===== config.mk =====
export PLATFORM = sky130hd
export DESIGN_NAME = spi_ram_master
export DESIGN_NICKNAME = d
export VERILOG_FILES = /design/src/rtl/spi_ram_pkg.sv /design/src/rtl/spi_frame_shifter.sv /design/src/rtl/spi_ram_master.sv
export SDC_FILE = /design/constraint.sdc
export NUM_CORES = 1
export LEC_CHECK = 0
export CAP_MARGIN = 30
export CORE_ASPECT_RATIO = 1.4
export CORE_MARGIN = 8
export CORE_UTILIZATION = 60
export DETAILED_ROUTE_END_ITERATION = 8
export PLACE_DENSITY = 0.94
export SYNTH_ARGS = -nofsm -noshare
export SYNTH_HDL_FRONTEND = slang
export SYNTH_SLANG_ARGS = --single-unit
export TNS_END_PERCENT = 1

===== constraint.sdc =====
create_clock -name clk -period 4.1 [get_ports clk]
set_input_delay 0.41 -clock clk [delete_from_list [all_inputs] [get_ports clk]]
set_output_delay 0.41 -clock clk [all_outputs]
set_load 0.005 [all_outputs]

===== src/rtl/spi_ram_pkg.sv =====
// Shared command codes, frame geometry, FSM encoding and request record for
// the SPI RAM master.
package spi_ram_pkg;

  localparam logic [1:0] CMD_WR_ADDR = 2'b00;
  localparam logic [1:0] CMD_WR_DATA = 2'b01;
  localparam logic [1:0] CMD_RD_ADDR = 2'b10;
  localparam logic [1:0] CMD_RD_DATA = 2'b11;

  localparam int FRAME_BITS = 11;
  localparam int DATA_BITS  = 8;

  typedef enum logic [2:0] {
    ST_IDLE,
    ST_START,
    ST_SHIFT,
    ST_RD_WAIT,
    ST_CAPTURE,
    ST_GAP
  } state_e;

  typedef struct packed {
    logic                 op;
    logic [DATA_BITS-1:0] addr;
    logic [DATA_BITS-1:0] wdata;
  } req_t;

  // The command MSB is repeated as the frame's leading bit.
  function automatic logic [FRAME_BITS-1:0] mk_frame(input logic [1:0] cmd,
                                                     input logic [DATA_BITS-1:0] pl);
    return {cmd[1], cmd, pl};
  endfunction

endpackage


===== src/rtl/spi_frame_shifter.sv =====
// Serialises one 11-bit frame MSB-first onto MOSI and collects 8 MISO bits,
// sharing a single bit counter between the transmit and capture phases.
module spi_frame_shifter
  import spi_ram_pkg::*;
(
  input  logic                  clk,
  input  logic                  rst_n,
  input  logic                  i_load,
  input  logic [FRAME_BITS-1:0] i_frame,
  input  logic                  i_shift,
  input  logic                  i_cap_clr,
  input  logic                  i_cap,
  input  logic                  i_miso,
  output logic                  o_mosi,
  output logic                  o_tx_last,
  output logic                  o_rx_last,
  output logic [DATA_BITS-1:0]  o_rx_nxt
);

  logic [FRAME_BITS-1:0] r_sh;
  logic [3:0]            r_cnt;
  logic                  r_mosi;
  // Only 7 earlier bits are kept; the 8th goes straight out with the final sample.
  logic [DATA_BITS-2:0]  r_rx;

  always_ff @(posedge clk) begin
    if (!rst_n) begin
      r_sh   <= '0;
      r_cnt  <= '0;
      r_mosi <= 1'b0;
      r_rx   <= '0;
    end else if (i_load) begin
      r_mosi <= i_frame[FRAME_BITS-1];
      r_sh   <= {i_frame[FRAME_BITS-2:0], 1'b0};
      r_cnt  <= '0;
    end else if (i_shift) begin
      r_mosi <= r_sh[FRAME_BITS-1];
      r_sh   <= {r_sh[FRAME_BITS-2:0], 1'b0};
      r_cnt  <= r_cnt + 4'd1;
    end else if (i_cap_clr) begin
      r_mosi <= 1'b0;
      r_cnt  <= '0;
    end else if (i_cap) begin
      r_mosi <= 1'b0;
      r_rx   <= {r_rx[DATA_BITS-3:0], i_miso};
      r_cnt  <= r_cnt + 4'd1;
    end else begin
      r_mosi <= 1'b0;
    end
  end

  assign o_mosi    = r_mosi;
  assign o_tx_last = (r_cnt == 4'(FRAME_BITS - 1));
  assign o_rx_last = (r_cnt == 4'(DATA_BITS - 1));
  assign o_rx_nxt  = {r_rx, i_miso};

endmodule


===== src/rtl/spi_ram_master.sv =====
// Host-side SPI master: turns byte read/write requests into address and data
// frames for the SPI-slave RAM wrapper, skipping repeated address frames.
module spi_ram_master
  import spi_ram_pkg::*;
#(
  parameter int GAP_CYC    = 1,
  parameter int RD_LAT     = 0,
  parameter bit ADDR_REUSE = 1'b1
) (
  input  logic                 clk,
  input  logic                 rst_n,
  input  logic                 req_valid,
  output logic                 req_ready,
  input  logic                 req_op,
  input  logic [DATA_BITS-1:0] req_addr,
  input  logic [DATA_BITS-1:0] req_wdata,
  output logic                 rsp_valid,
  output logic [DATA_BITS-1:0] rsp_rdata,
  output logic                 busy,
  output logic                 SS_n,
  output logic                 MOSI,
  input  logic                 MISO
);

  localparam int GAP_W  = (GAP_CYC > 1) ? $clog2(GAP_CYC) : 1;
  localparam int WAIT_W = (RD_LAT > 1) ? $clog2(RD_LAT) : 1;
  localparam logic [GAP_W-1:0]  GAP_LAST  = GAP_W'(GAP_CYC - 1);
  localparam logic [WAIT_W-1:0] WAIT_LAST = WAIT_W'((RD_LAT > 0) ? RD_LAT - 1 : 0);

  state_e               r_st;
  req_t                 r_req;
  logic [1:0]           r_cmd;
  logic [GAP_W-1:0]     r_gap;
  logic [WAIT_W-1:0]    r_wait;
  logic                 r_wr_v, r_rd_v;
  logic [DATA_BITS-1:0] r_wr_a, r_rd_a;
  logic                 r_ss_n, r_ready, r_busy, r_rsp_v;
  logic [DATA_BITS-1:0] r_rdata;

  logic                  w_hit;
  logic [1:0]            w_first_cmd;
  logic [DATA_BITS-1:0]  w_payload;
  logic [FRAME_BITS-1:0] w_frame;
  logic                  w_load, w_shift, w_cap_clr, w_cap;
  logic                  w_tx_last, w_rx_last, w_mosi;
  logic [DATA_BITS-1:0]  w_rx_nxt;

  // Write and read addresses are cached separately; a hit starts at the data frame.
  assign w_hit = ADDR_REUSE &&
                 (req_op ? (r_wr_v && (r_wr_a == req_addr))
                         : (r_rd_v && (r_rd_a == req_addr)));
  assign w_first_cmd = req_op ? (w_hit ? CMD_WR_DATA : CMD_WR_ADDR)
                              : (w_hit ? CMD_RD_DATA : CMD_RD_ADDR);

  always_comb begin
    w_payload = r_req.addr;
    if (r_cmd == CMD_WR_DATA)      w_payload = r_req.wdata;
    else if (r_cmd == CMD_RD_DATA) w_payload = '0;
  end

  assign w_frame   = mk_frame(r_cmd, w_payload);
  assign w_load    = (r_st == ST_START);
  assign w_shift   = (r_st == ST_SHIFT) && !w_tx_last;
  assign w_cap_clr = ((r_st == ST_SHIFT) && w_tx_last && (r_cmd == CMD_RD_DATA) && (RD_LAT == 0)) ||
                     ((r_st == ST_RD_WAIT) && (r_wait == WAIT_LAST));
  assign w_cap     = (r_st == ST_CAPTURE);

  spi_frame_shifter u_shifter (
    .clk       (clk),
    .rst_n     (rst_n),
    .i_load    (w_load),
    .i_frame   (w_frame),
    .i_shift   (w_shift),
    .i_cap_clr (w_cap_clr),
    .i_cap     (w_cap),
    .i_miso    (MISO),
    .o_mosi    (w_mosi),
    .o_tx_last (w_tx_last),
    .o_rx_last (w_rx_last),
    .o_rx_nxt  (w_rx_nxt)
  );

  always_ff @(posedge clk) begin
    if (!rst_n) begin
      r_st    <= ST_IDLE;
      r_req   <= '0;
      r_cmd   <= CMD_WR_ADDR;
      r_gap   <= '0;
      r_wait  <= '0;
      r_wr_v  <= 1'b0;
      r_wr_a  <= '0;
      r_rd_v  <= 1'b0;
      r_rd_a  <= '0;
      r_ss_n  <= 1'b1;
      r_ready <= 1'b0;
      r_busy  <= 1'b0;
      r_rsp_v <= 1'b0;
      r_rdata <= '0;
    end else begin
      r_rsp_v <= 1'b0;
      case (r_st)
        ST_IDLE: begin
          if (req_valid && r_ready) begin
            r_req   <= {req_op, req_addr, req_wdata};
            r_cmd   <= w_first_cmd;
            r_ss_n  <= 1'b0;
            r_ready <= 1'b0;
            r_busy  <= 1'b1;
            r_st    <= ST_START;
          end else begin
            r_ready <= 1'b1;
          end
        end
        ST_START: r_st <= ST_SHIFT;
        ST_SHIFT: begin
          if (w_tx_last) begin
            if (!r_cmd[0]) begin
              if (r_req.op) begin
                r_wr_v <= 1'b1;
                r_wr_a <= r_req.addr;
              end else begin
                r_rd_v <= 1'b1;
                r_rd_a <= r_req.addr;
              end
            end
            r_wait <= '0;
            if (r_cmd == CMD_RD_DATA) begin
              r_st <= (RD_LAT == 0) ? ST_CAPTURE : ST_RD_WAIT;
            end else begin
              r_st   <= ST_GAP;
              r_ss_n <= 1'b1;
              r_gap  <= '0;
              if (r_cmd == CMD_WR_DATA) begin
                r_rsp_v <= 1'b1;
                r_rdata <= '0;
              end
            end
          end
        end
        ST_RD_WAIT: begin
          if (r_wait == WAIT_LAST) r_st <= ST_CAPTURE;
          else                     r_wait <= r_wait + WAIT_W'(1);
        end
        ST_CAPTURE: begin
          if (w_rx_last) begin
            r_st    <= ST_GAP;
            r_ss_n  <= 1'b1;
            r_gap   <= '0;
            r_rsp_v <= 1'b1;
            r_rdata <= w_rx_nxt;
          end
        end
        ST_GAP: begin
          if (r_gap == GAP_LAST) begin
            // Data frames end the transaction; an address frame is always followed by its data frame.
            if (r_cmd[0]) begin
              r_st    <= ST_IDLE;
              r_busy  <= 1'b0;
              r_ready <= 1'b1;
            end else begin
              r_st   <= ST_START;
              r_ss_n <= 1'b0;
              r_cmd  <= {r_cmd[1], 1'b1};
            end
          end else begin
            r_gap <= r_gap + GAP_W'(1);
          end
        end
        default: r_st <= ST_IDLE;
      endcase
    end
  end

  assign req_ready = r_ready;
  assign rsp_valid = r_rsp_v;
  assign rsp_rdata = r_rdata;
  assign busy      = r_busy;
  assign SS_n      = r_ss_n;
  assign MOSI      = w_mosi;

endmodule


==> impl_results.md <==
- Status: completed
- Clk_skew: 0.01163 ns
- Clock share of power: 30.2%
- Drt via density: between 5 and 6
- Maximum Capacitance Violations: 0
- Drt first pass iters: 4
- HP Class: flop to flop
- Cell count after placement: 446
- Sw Ratio: roughly a third
- Clock slew at reported path FFs: ~0.070 ns
- Hold Crit Depth: 2
- Pre-CTS WS: between 1.5 and 2 ns
- Worst-margin pin slew: around 0.77 ns
- NetSw: 0.0006402 W
- Post-synthesis sequential area ratio: between 40% and 50%
- Final nets: 414
- Final wirelength: 7263 um
- Clk_lat worst skew: approximately 0.35 ns
- Non-filler cells in the finished layout: 460
- Average cell area after synthesis: 8.574 um^2
- Area growth from synthesis to layout: 17.86%
- First-pass GRT wire length: 12360 um
- I/O pin count: 34
- CTS Sinks: between 70 and 80
- Post-synth EDFFs: 0
- Clock tree root driver cell: clkbuf_8
- DIE AREA: 0.007833 mm^2
- Pint: 0.001361 W
- Initial Util: 61.29%
- Num rows: 31
- Critical Path Source Type: flop
- TritonCTS buffer count: 9
- Commonest non-fill, non-tap cells in the layout: dfxtp_1 (74), nand2_1 (72), a21oi_1 (40)
- CP Max Fanout: 7
- CTS tree: done
- Kind of critical path: flop to flop
- Synthesized Nets: 389
- Ys Warns: 0
- Slew Limit Fails: 0
- Initial antenna violation count: 0
- DP Wirelength: 4954 um
- Achievable Freq: ~440 MHz
- Most common flop cell mapped by yosys: dfxtp_1
- Routed WL per cell: 15.79 um
- Max Buffers Root-to-Sink: 2
- Largest net degree at the start of global routing: 39
- Detail Route Antenna Nets: 0
- Number of diodes: 0
- Worst Setup End Kind: flop
- Seq pwr share: 45.5%
- Crit path DAT: ~2.5 ns
- Die Span Y: 101.6 um
- Via count of the first global-routing pass: 2686
- Required @ worst endpoint: 4.34 ns
- Setup TNS: 0 ns
- Comb pwr share: between 20% and 30%
- Pleak: ~1.3 nW
- Core Area: 0.005120 mm^2
- Max H-tree Level: 3
- GPL Wtd Cong: 0.8398
- Cell area after synthesis: ~0.0031 mm^2
- CTS Hold Buffers Added: 0
- Tcrit/Tclk final: ~55%
- Grt ovf: 0
- Final min period: 2.250 ns
- Post-synth ARST share: 0%
- Total power: 0.002001 W
- Chip width: 77.12 um
- Max-slew headroom: 48.72%
- Worst vdd ir: around 0.39 mV
- GRT Total Usage: between 10% and 20%
- Path depth of the worst reg2reg path: 8
- Post-route cell area: 0.003699 mm^2
- # resized after CTS: 0
- DP Area: ~0.0035 mm^2
- Final setup viols: 0
- Hold Vio Cnt, Final: 0
- Distinct cells, synth: 38
- Final Worst Setup Slack: 1.850 ns
- Cell count after synthesis: 366
- Power Density: 541.0 mW/mm^2
- DRC viols: 0
- Number of port buffers: 33
- Initial drt markers: between 200 and 250
- Worst reg-to-reg setup slack: 1.85 ns
- Register bit total from synthesis: 74
- Postcts setup bufs: 0
- Most common cell after layout, fill and taps aside: dfxtp_1
- Unrepaired setup endpoints after global routing: no
- Layout cell share with drive strength beyond 1: 7.868%
- Via count: 2676
[path summary, 6_finish.rpt]
check / startpoint / endpoint
setup / recovery: u_shifter.r_cnt[0] / SS_n
hold / removal: u_shifter.r_rx[6] / u_shifter.r_rx[6]
setup reg to reg: u_shifter.r_cnt[0] / SS_n
hold reg to reg: u_shifter.r_rx[6] / u_shifter.r_rx[6]
[power by group through the flow]
| stage | clock network (W) | registers [W] | logic (W) |
|---|---|---|---|
| after floorplan | 0 | 0.000881 | 0.000376 |
| after global placement | 0 | 0.000917 | 0.000455 |
| after detailed placement | 0 | 0.000919 | 0.000481 |
| after CTS | 0.000614 | 0.000907 | 0.000484 |
| after global routing | 0.000645 | 0.000924 | 0.000542 |
| final | 0.000603 | 0.000911 | 0.000486 |
[worst max-delay path, stage by stage, from the launching register on]
cell and delay (ns):
dfxtp_1 0.38, inv_1 0.09, ha_1 0.19, and3b_1 0.21, nor3_1 0.61, buf_4 0.27, a2111o_1 0.14, mux2i_1 0.20
nand2_1 0.06
[area by class of cell]
type	count	area, um^2
clock inverter	3	65.06
timing repair buffer	38	371.6
clock buffer	11	141.4
multi-input combinational	255	1508
sequential	74	1481
tap	66	82.58
fill	372	1421
inverter	13	48.80
[per-layer routing]
layer,routed length (um),track usage (%),vias to the layer above
met4,229,11.37,0
met5,0,0,-
met3,399,5.595,18
met1,2951,20.92,1274
met2,3683,33.62,84
li1,-,-,1300
[per-stage QoR]
stage	hold WS (ns)	util, %
2_1_floorplan	0.4259	-
3_3_place_gp	0.4328	67.99
3_5_place_dp	0.4492	68.21
4_1_cts	0.4604	72.24
5_1_grt	0.4711	72.24
6_report	0.4578	72.24
[cell usage after synthesis, drive strengths merged, types with 6 or more instances]
library cell  instances  area [um^2]
nor3                  8        40.04
nor2                 38        142.6
xor2                  6        52.55
nand2                73        281.5
xnor2                10        87.58
inv                  13        48.80
nand3                 6        30.03
a311oi                9        78.83
dfxtp                74         1481
mux2                  7        78.83
a221oi                7        61.31
buf                  12        60.06
clkbuf               12        45.04
a21oi                41        209.0
mux2i                17        170.2
[logic make-up (layout without fill, tap and decap cells)]
family / Yosys count / in the layout / share of synthesized area, %
xor gates and xnor gates: 16 / 16 / 4.466
buffers and inverters: 37 / 65 / 4.904
DFF: 74 / 74 / 47.21
adders and majority gates: 2 / 2 / 0.7973
AOI/OAI and AO/OA: 68 / 68 / 14.47
muxes: 24 / 24 / 7.935
and+or+nand+nor: 145 / 145 / 20.22
[registers in the layout, indices dropped and copies added, names as in the netlist, 2 cells and up]
signal / flops
r_cmd: 2
r_rd_a: 8
r_req: 17
r_st: 3
r_wr_a: 8
rsp_rdata: 8
u_shifter.r_cnt: 4
u_shifter.r_rx: 7
u_shifter.r_sh: 10
Note: power is estimated with default switching activity, not from simulation.
